[src/rtl/switch_box_config_loader_if.sv]
// Config-stream handshake and committed-pattern bus between the fabric
// config master and one switch-box configuration loader.
interface switch_box_config_loader_if #(
    parameter int DW = 8,
    parameter int CW = 72
);
    logic          cfg_start;
    logic          cfg_abort;
    logic [DW-1:0] cfg_data;
    logic          cfg_valid;
    logic          cfg_last;
    logic          cfg_ready;
    logic [CW-1:0] c;
    logic          busy;
    logic          done;
    logic          err;

    modport master (
        output cfg_start, cfg_abort, cfg_data, cfg_valid, cfg_last,
        input  cfg_ready, c, busy, done, err
    );

    modport slave (
        input  cfg_start, cfg_abort, cfg_data, cfg_valid, cfg_last,
        output cfg_ready, c, busy, done, err
    );
endinterface

[src/rtl/switch_box_config_loader.sv]
// Assembles a word-serial configuration frame in a shadow register and commits
// it atomically to the switch box; malformed frames leave the committed pattern intact.
module switch_box_config_loader #(
    parameter int WS = 8,
    parameter int WD = 8,
    parameter int DW = 8
) (
    input  logic                       clk,
    input  logic                       rst,
    switch_box_config_loader_if.slave  bus
);
    localparam int CW   = WS*6 + WD/2*6;
    localparam int NW   = (CW + DW - 1) / DW;
    localparam int CNTW = $clog2(NW) + 1;
    localparam logic [CNTW-1:0] LAST_IDX = CNTW'(NW - 1);

    typedef enum logic [1:0] {IDLE, LOAD, COMMIT, ERROR} state_t;

    state_t             state;
    logic [CNTW-1:0]    count;
    logic [NW*DW-1:0]   shadow;
    logic [CW-1:0]      c_q;
    logic               ready_q;
    logic               busy_q;
    logic               done_q;
    logic               err_q;

    logic xfer;
    assign xfer = bus.cfg_valid && ready_q;

    // NOTE: every register here, the shadow included, is reset and assigned with
    // non-blocking <= only, so all outputs are flops with a defined post-reset value.
    always_ff @(posedge clk or posedge rst) begin
        if (rst) begin
            state   <= IDLE;
            count   <= '0;
            shadow  <= '0;
            c_q     <= '0;
            ready_q <= 1'b0;
            busy_q  <= 1'b0;
            done_q  <= 1'b0;
            err_q   <= 1'b0;
        end else begin
            done_q <= 1'b0;
            unique case (state)
                IDLE, ERROR: begin
                    if (bus.cfg_start) begin
                        state   <= LOAD;
                        count   <= '0;
                        shadow  <= '0;
                        err_q   <= 1'b0;
                        ready_q <= 1'b1;
                        busy_q  <= 1'b1;
                    end else if (bus.cfg_abort) begin
                        state <= IDLE;
                    end
                end

                LOAD: begin
                    if (bus.cfg_abort) begin
                        state   <= IDLE;
                        ready_q <= 1'b0;
                        busy_q  <= 1'b0;
                    end else if (bus.cfg_start) begin
                        count  <= '0;
                        shadow <= '0;
                    end else if (xfer) begin
                        shadow[DW*count +: DW] <= bus.cfg_data;
                        if (bus.cfg_last && count == LAST_IDX) begin
                            state   <= COMMIT;
                            ready_q <= 1'b0;
                        end else if (bus.cfg_last || count == LAST_IDX) begin
                            // Short or long frame: drop it, keep the committed pattern.
                            state   <= ERROR;
                            ready_q <= 1'b0;
                            busy_q  <= 1'b0;
                            err_q   <= 1'b1;
                        end else begin
                            count <= count + 1'b1;
                        end
                    end
                end

                COMMIT: begin
                    c_q    <= shadow[CW-1:0];
                    done_q <= 1'b1;
                    busy_q <= 1'b0;
                    state  <= IDLE;
                end

                default: state <= IDLE;
            endcase
        end
    end

    assign bus.c         = c_q;
    assign bus.cfg_ready = ready_q;
    assign bus.busy      = busy_q;
    assign bus.done      = done_q;
    assign bus.err       = err_q;
endmodule
[src/flat_wrapper.sv]
// flat-port wrapper written by rule: the top's interface ports become plain ports
module switch_box_config_loader_flat 
#(
    parameter int WS = 8,
    parameter int WD = 8,
    parameter int DW = 8
)
  (clk, rst, bus_cfg_start, bus_cfg_abort, bus_cfg_data, bus_cfg_valid, bus_cfg_last, bus_cfg_ready, bus_c, bus_busy, bus_done, bus_err);
  switch_box_config_loader_if #(.DW(DW)) bus_i ();
  input  logic clk;
  input  logic rst;
  input wire logic [$bits(bus_i.cfg_start)-1:0] bus_cfg_start;
  input wire logic [$bits(bus_i.cfg_abort)-1:0] bus_cfg_abort;
  input wire logic [$bits(bus_i.cfg_data)-1:0] bus_cfg_data;
  input wire logic [$bits(bus_i.cfg_valid)-1:0] bus_cfg_valid;
  input wire logic [$bits(bus_i.cfg_last)-1:0] bus_cfg_last;
  output wire logic [$bits(bus_i.cfg_ready)-1:0] bus_cfg_ready;
  output wire logic [$bits(bus_i.c)-1:0] bus_c;
  output wire logic [$bits(bus_i.busy)-1:0] bus_busy;
  output wire logic [$bits(bus_i.done)-1:0] bus_done;
  output wire logic [$bits(bus_i.err)-1:0] bus_err;
  assign bus_i.cfg_start = bus_cfg_start;
  assign bus_i.cfg_abort = bus_cfg_abort;
  assign bus_i.cfg_data = bus_cfg_data;
  assign bus_i.cfg_valid = bus_cfg_valid;
  assign bus_i.cfg_last = bus_cfg_last;
  assign bus_cfg_ready = bus_i.cfg_ready;
  assign bus_c = bus_i.c;
  assign bus_busy = bus_i.busy;
  assign bus_done = bus_i.done;
  assign bus_err = bus_i.err;
  switch_box_config_loader #(.WS(WS), .WD(WD), .DW(DW)) u_core (.clk(clk), .rst(rst), .bus(bus_i));
endmodule
[config.mk]
export PLATFORM = sky130hd
export DESIGN_NAME = switch_box_config_loader_flat
export DESIGN_NICKNAME = d
export VERILOG_FILES = /design/src/rtl/switch_box_config_loader_if.sv /design/src/rtl/switch_box_config_loader.sv /design/src/flat_wrapper.sv
export SDC_FILE = /design/constraint.sdc
export NUM_CORES = 1
export LEC_CHECK = 0
export ABC_AREA = 1
export CAP_MARGIN = 20
export CELL_PAD_IN_SITES_DETAIL_PLACEMENT = 0
export CELL_PAD_IN_SITES_GLOBAL_PLACEMENT = 2
export CORE_MARGIN = 3
export CORE_UTILIZATION = 30
export DETAILED_ROUTE_END_ITERATION = 12
export PLACE_DENSITY_LB_ADDON = 0.08
export REMOVE_ABC_BUFFERS = 1
export SLEW_MARGIN = 20
export SYNTH_ARGS = -nofsm -noshare
export SYNTH_HDL_FRONTEND = slang
export SYNTH_SLANG_ARGS = --single-unit
[constraint.sdc]
create_clock -name clk -period 5.55 [get_ports clk]
set_input_delay 0.8325 -clock clk [delete_from_list [all_inputs] [get_ports clk]]
set_output_delay 0.8325 -clock clk [all_outputs]
set_load 0.005 [all_outputs]
* Word level (Yosys, flattened, before mapping)
Cells that the tools add are included.
Storage, ports and cells: bits in registers 155, input bits 14, output and inout bits 76, logic and storage cells 84
Operators by class: $add $sub $neg 2, equal/unequal tests 19, shift operators 2, multiplexer cells 41, reductions and logical operators 12
Operators with widths (number):
- $mux 72 | 4
- $pmux 72 s2 | 1
- $bwmux 72 | 1
- $shift 8x34->72 const A | 1
- $shiftx 8x34->72 | 1
- $neg 8->34 | 1
- $mux 5 | 6
- $mux 1 | 17
- $ne 3x3->1 const B | 5
- $mux 2 | 7
- $pmux 5 s2 | 1
- $reduce_and 5->1 | 2
- $ne 3x2->1 const B | 3
- $ne 2x2->1 const B | 4
- $reduce_and 4->1 | 2
- $reduce_and 7->1 | 1
- $pmux 2 s3 | 1
- $reduce_and 6->1 | 1
- $add 5x1->5 const B | 1
- $eq 5x4->1 const B | 1
- $eq 2x2->1 const B | 2
- $ne 2x1->1 const B | 2
- $ne 4x2->1 const B | 1
- $pmux 1 s2 | 2
- other kinds (7) | 8

* Depth between registers and ports, before layout
Gate-level depths: netlist of the first run.
word-level depth 8, mapped depth 12, depth with buffers taken out 12

* Worst setup path before layout of the first run
No wires, ideal clock.
path type register to register, start reg u_core.count[0], end reg u_core.shadow[10], setup time 0.127 ns, arrival 1.873 ns, data required time 5.423 ns, path slack 3.550 ns, cell stages (with the launch flop) 12, path buffers 1, period minus slack after synthesis 2.000 ns, path through dfrtp_1 > inv_2 > ha_1 > nand2_2 > nor2_1 > ha_1 > nand3_4 > nor2_8 > nand3_2 > buf_2 > nand3_1 > o21ai_0
Between the ends: word-level cells in the longest chain between the ends 7, elaborated cells between the ends (all ways) 8, those cells by class 1 x add/sub; 2 x shift; 5 x mux
Ends and longest elaborated chain:
- from (decl) | RTL line switch_box_config_loader.sv:20 | logic [CNTW-1:0] count;
- from (signal assigned) | RTL line switch_box_config_loader.sv:79 | count <= count + 1'b1;
- $neg 8->34 (*) | RTL line switch_box_config_loader.sv:68 | shadow[DW*count +: DW] <= bus.cfg_data;
- $shiftx 8x34->72 / $shift 8x34->72 (equally long branches) | RTL line switch_box_config_loader.sv:68
- $bwmux 72 (*) | RTL line switch_box_config_loader.sv:68
- $mux 72 (*) | RTL line switch_box_config_loader.sv:67 | end else if (xfer) begin
- $mux 72 (*) | RTL line switch_box_config_loader.sv:64 | end else if (bus.cfg_start) begin
- $mux 72 (*) | RTL line switch_box_config_loader.sv:60 | if (bus.cfg_abort) begin
- $pmux 72 s2 (*) | RTL line switch_box_config_loader.sv:45 | unique case (state)
- to (signal, indexed assignment) | RTL line switch_box_config_loader.sv:68
- to (decl) | RTL line switch_box_config_loader.sv:21 | logic [NW*DW-1:0] shadow;
Mark *: on every way between the ends. The rest lies on a longest branch, timed or not. The select of a mux whose other input is x is not followed. A chain may end at the register's enable or synchronous reset.

* Worst setup path in the final report of the first run
start reg u_core.state[0], end reg u_core.shadow[24]
Between the ends: word-level cells in the longest chain between the ends 4, elaborated cells between the ends (all ways) 10, those cells by class 5 x eq/ne; 1 x mux; 4 x reduce/logical
Ends and longest elaborated chain:
- from (decl) | RTL line switch_box_config_loader.sv:19 | state_t state;
- from (signal assigned) | RTL line switch_box_config_loader.sv:35 | state <= IDLE;
- from (signal assigned) | RTL line switch_box_config_loader.sv:48 | state <= LOAD;
- from (signal assigned) | RTL line switch_box_config_loader.sv:55 | state <= IDLE;
- $eq 2x2->1 / $logic_not 2->1 (equally long branches) | RTL line switch_box_config_loader.sv:45
- $reduce_or 2->1 | RTL line switch_box_config_loader.sv:45
- $ne 2x2->1 (no source line) / $reduce_bool 2->1 (equally long branches)
- $reduce_and 4->1 (no source line)
Several ways; a longest one is shown, not always the timed one.

==> impl_metrics.tcl, run 1 <==
set metrics [dict create \
    status "completed" \
    diodes 0 \
    n_fill_cell 2298 \
    layout_common_cells "nand2_1, dfrtp_1, nand3_1" \
    dr_total_vias 5578 \
    place_congestion 0.817 \
    post_cts_buffers 0 \
    cts_resized 0 \
    critPathKind "reg -> reg" \
    wl_um 18400 \
    drive_above_1_share_pct 8.01 \
    area_delta_synth_final_pct 25.5 \
    drt-initial-drc-count 362 \
    cts_root_buffer "clkbuf_16" \
    worstPathArrival_ps 3430 \
    cp.required_ps 5860 \
    rows 54 \
    wl_per_cell_um 15.6 \
    peakVddDrop_mv 0.259 \
    finalSetupViolations 0 \
    final_hold_viol_count 0 \
    fin_crit_sh_pct 56.4 \
    start_util_pct 30.7 \
    cts_hold_buf 0 \
    critPathCaptureType "flip-flop" \
    route.detailed.drc 0 \
    die_y_um 156 \
    cts.clk_slew.worst_paths_ps 70 \
    cts.htree.levels 4 \
    ys_ff_latch 155 \
    pwr_density_cell_nw_per_um2 385 \
    vias_per_cell 4.73 \
    io_pins 90 \
    r2r_slack_ps 2420 \
    die_x_um 156 \
    io_buffer_count 89 \
    grt_pass1_vias 5751 \
    nets 905 \
    die-area_um2 24400 \
    cts_tree "done" \
    min_path_type "reg -> reg" \
    antenna_found_initial 0 \
    worstMarginPinSlew_ps 751 \
    synthCells 803 \
    whs_ps 467 \
    finalSetupTns_ps 0 \
    final_cells 1179 \
    first_pass_iters 5 \
    synth_area_um2 6770 \
    grtUsageTotal_pct 15.7 \
    fin_worst_skew_ps 10.1 \
    core_um2 22000 \
    cts_buffer_depth 2 \
    max-slew-margin-rel_pct 49.7 \
    grt_max_degree 75 \
    yosysUniqueCellTypes 30 \
    grt_pass1_wl_um 30400 \
    period_needed_ps 3130 \
    overflow 0 \
    cts.sinks 155 \
    drtAntennaViolNets 0 \
    maxCapViolCount 0 \
    slew_violations 0 \
    dp_cells 1147 \
    rsz0062_at_grt "no" \
    mostFrequentLayoutCell "nand2_1" \
    cp-start-kind "flip-flop" \
    detailedPlace.worstSlack_ps 2230 \
    layout_setup_ws_ps 2420 \
    synth_seq_area_share_pct 57.3 \
    clock.fmax_ghz 0.320 \
    insertion_delay_ps 420 \
    path_max_fanout 74 \
    post_synth.cell_area_avg_um2 8.43 \
    ys_warn_count 0 \
    cts_buffers 17 \
    dp_hpwl_um 12900 \
    p_leak_uw 0.00416 \
]
-- kinds of logic (layout without fill, tap and decap cells) --
group	Yosys count	after routing	synth area share (%)
compound gates	47	47	3.95
fa+ha+maj	5	5	0.924
buf+inv	59	155	3.49
flops	155	155	57.3
simple gates	537	537	34.3
-- area by class of cell --
| class | instances | area (um^2) | area share, % |
|---|---|---|---|
| clock inverter | 14 | 138 | 1.62 |
| sequential | 155 | 3880 | 45.6 |
| multi-input combinational | 589 | 2660 | 31.3 |
| clock buffer | 18 | 429 | 5.05 |
| inverter | 29 | 114 | 1.34 |
| timing repair buffer | 94 | 928 | 10.9 |
| tap | 280 | 350 | 4.12 |
-- metrics by stage --
step	power (uW)	cell area, um^2	utilization, %
after floorplan	1860	6640	-
after global placement	2150	7930	36.0
after detailed placement	2170	7930	36.0
after CTS	3310	8500	38.6
after global routing	3480	8500	38.6
final	3270	8500	38.6
-- worst paths after layout --
path / startpoint / to / cells past startpoint
max in group asynchronous: rst / u_core.bus.c[0] / 3
worst max-delay path: u_core.state[0] / u_core.shadow[24] / 11
worst max register to register: u_core.state[0] / u_core.shadow[24] / 11
worst min register to register: u_core.bus.c[55] / u_core.bus.c[55] / 2
min in group asynchronous: rst / u_core.bus.c[12] / 2
worst min-delay path: u_core.bus.c[55] / u_core.bus.c[55] / 2
-- report_power, final --
group,switching (uW),internal (uW),total (uW)
combinational,759,196,954
sequential,21.8,1160,1180
clock,505,627,1130
-- synthesized netlist by cell type, drive strengths merged --
| library cell | count | share of area [%] |
|---|---|---|
| nor2 | 61 | 3.9 |
| o21ai | 38 | 2.8 |
| ha | 5 | 0.92 |
| a21oi | 5 | 0.70 |
| clkinv | 1 | 0.055 |
| o31ai | 3 | 0.33 |
| buf | 11 | 0.83 |
| inv | 28 | 1.6 |
| nand4 | 7 | 0.65 |
| nand3 | 121 | 10 |
| and3 | 1 | 0.092 |
| dfrtp | 155 | 57 |
| clkbuf | 19 | 1.1 |
| nand2 | 343 | 19 |
| nor3 | 4 | 0.37 |
| o21bai | 1 | 0.11 |
-- registers in the layout (all words and copies together), names as in the netlist --
register,cells
u_core.shadow,72
u_core.bus.done,1
u_core.state,2
u_core.bus.err,1
u_core.bus.cfg_ready,1
u_core.bus.c,72
u_core.count,5
u_core.bus.busy,1
-- per-layer routing --
| metal | track usage, % | part of all wire [%] | up-vias |
|---|---|---|---|
| met5 | 0 | 0 | - |
| li1 | - | - | 2758 |
| met2 | 24.1 | 45 | 106 |
| met4 | 4.09 | 1.3 | 0 |
| met3 | 3.43 | 4.0 | 17 |
| met1 | 22.5 | 50 | 2697 |
-- worst max-delay path, cell delays in order (launching register included) --
cell     delay [ps]
dfrtp_1         380
inv_1            80
ha_2            160
buf_4           580
inv_2            80
nand3_2         150
inv_1            80
nand2_2         560
buf_4           540
nand2_2         190
nand2_1         120
nand2_1          50
(Power assumes the default switching activity.)
==> run 2: changes to the inputs <==
==> constraint.sdc (replaced) <==
create_clock -name clk -period 2.7 [get_ports clk]
set_input_delay 0.405 -clock clk [delete_from_list [all_inputs] [get_ports clk]]
set_output_delay 0.405 -clock clk [all_outputs]
set_load 0.005 [all_outputs]
==> run 2 against run 1 <==
- critical path depth stayed put
- sequential share of layout area is 0.60 points lower
- sequential power is 110% higher
- flip-flop and latch count stayed put
- first-iteration DRC count is 14% lower
- core utilization is 0.51 points higher
- global-route usage is 0.19 points lower
- via count is 0.18% higher
- register-to-register slack worse by 2100 ps
- largest power group unchanged
==> impl_metrics.tcl, run 2 (synthesized netlist as in run 1, its figures left out) <==
set metrics [dict create \
    wl_per_cell_um 15.3 \
    wl_um 18200 \
    slowest_delay_ps 390 \
    final_cells 1185 \
    insertion_delay_ps 420 \
    crit_slowest_cell "dfrtp_1" \
    layout_common_cells "nand2_1, dfrtp_1, nand3_1" \
    start_util_pct 30.7 \
    pwr_density_cell_nw_per_um2 802 \
    finalSetupViolations 0 \
    cp.required_ps 3060 \
    clock.fmax_ghz 0.425 \
    nets 911 \
    cts_root_buffer "clkbuf_16" \
    die_x_um 156 \
    drt-initial-drc-count 310 \
    min_path_type "in -> async" \
    antenna_found_initial 0 \
    path_max_fanout 10 \
    rows 54 \
    cts_tree "done" \
    area_delta_synth_final_pct 27.1 \
    vias_per_cell 4.72 \
    detailedPlace.worstSlack_ps 269 \
    whs_ps 425 \
    grt_pass1_vias 5603 \
    cts_hold_buf 0 \
    grt_pass1_wl_um 29900 \
    maxCapViolCount 0 \
    layout_setup_ws_ps 348 \
    slew_violations 0 \
    cts_resized 0 \
    worstMarginPinSlew_ps 749 \
    first_pass_iters 4 \
    fin_crit_sh_pct 87.1 \
    cts.clk_slew.worst_paths_ps 70 \
    route.detailed.drc 0 \
    post_cts_buffers 0 \
    period_needed_ps 2350 \
    place_congestion 0.827 \
    cts_buffers 17 \
    dr_total_vias 5588 \
    overflow 0 \
    grt_max_degree 74 \
    finalPower_uw 6900 \
    peakVddDrop_mv 0.587 \
    core_um2 22000 \
    cts.sinks 155 \
    dp_cells 1153 \
    p_leak_uw 0.00421 \
    worstPathArrival_ps 2720 \
    final_hold_viol_count 0 \
    io_buffer_count 89 \
    cp-start-kind "flip-flop" \
    io_pins 90 \
    max-slew-margin-rel_pct 50.1 \
    mostFrequentLayoutCell "nand2_1" \
    die-area_um2 24400 \
    status "completed" \
    drtAntennaViolNets 0 \
    drive_above_1_share_pct 8.95 \
    grtUsageTotal_pct 15.5 \
    critPathKind "reg -> reg" \
    diodes 0 \
    rsz0062_at_grt "no" \
    fin_worst_skew_ps 11.4 \
    dp_hpwl_um 13000 \
    cts.htree.levels 4 \
    worstPathCellList "inv_2 > ha_2 > nand2_2 > nor2_1 > ha_1 > nand3_4 > nor2_4 > nand3_1 > nor2_1 > nand2_1 > nand2_1" \
    critPathCaptureType "flip-flop" \
    die_y_um 156 \
    cts_buffer_depth 2 \
]
==> run 2: changes by cell type in the layout (fill, tap and decap cells not counted), sizes merged <==
cell / previous run / this run
buf: 5 / 11
clkinv: 5 / 2
clkinvlp: 4 / 3
inv: 33 / 37
==> run 2: final cells by class <==
cell class	count	area, um^2
clock buffers	18	439
clock inverters	14	150
fillers	2272	13400
inverters	29	114
multi-input cells	589	2670
flip-flops and latches	155	3880
well taps	280	350
repair buffers	100	1010
==> run 2: per-layer routing <==
metal,part of all wire (%),track usage (%),up-vias
li1,-,-,2770
met1,49,21.9,2687
met2,46,24.0,115
met3,4.4,3.29,16
met4,1.3,4.67,0
met5,0,0,-
==> run 2: through the flow <==
stage	cell area, um^2	setup TNS, ps	utilization [%]
6_report	8610	0	39.1
5_1_grt	8610	0	39.1
4_1_cts	8600	0	39.1
3_5_place_dp	8010	0	36.4
3_3_place_gp	8010	0	36.4
2_1_floorplan	6640	-412470	-
==> run 2: path summary, 6_finish.rpt <==
check	cells after the start	endpoint	from	slack, ps
max reg2reg	11	u_core.shadow[68]	u_core.count[0]	350
max	11	u_core.shadow[68]	u_core.count[0]	350
min in group clk	2	u_core.bus.c[42]	u_core.bus.c[42]	470
min reg2reg	2	u_core.bus.c[42]	u_core.bus.c[42]	470
max in group asynchronous	3	u_core.bus.c[17]	rst	1670
min	2	u_core.bus.c[10]	rst	420
==> run 2: worst max-delay path, delay by kind of cell, from the launching register on <==
kind	cells	cell delay, ps
fa+ha+maj	2	600
flops	1	390
buf+inv	1	120
simple gates	8	1180
==> run 2: where the power goes <==
part,internal (uW),switching [uW]
clock network,1340,1070
registers,2380,43.9
logic,490,1580
total,4210,2690
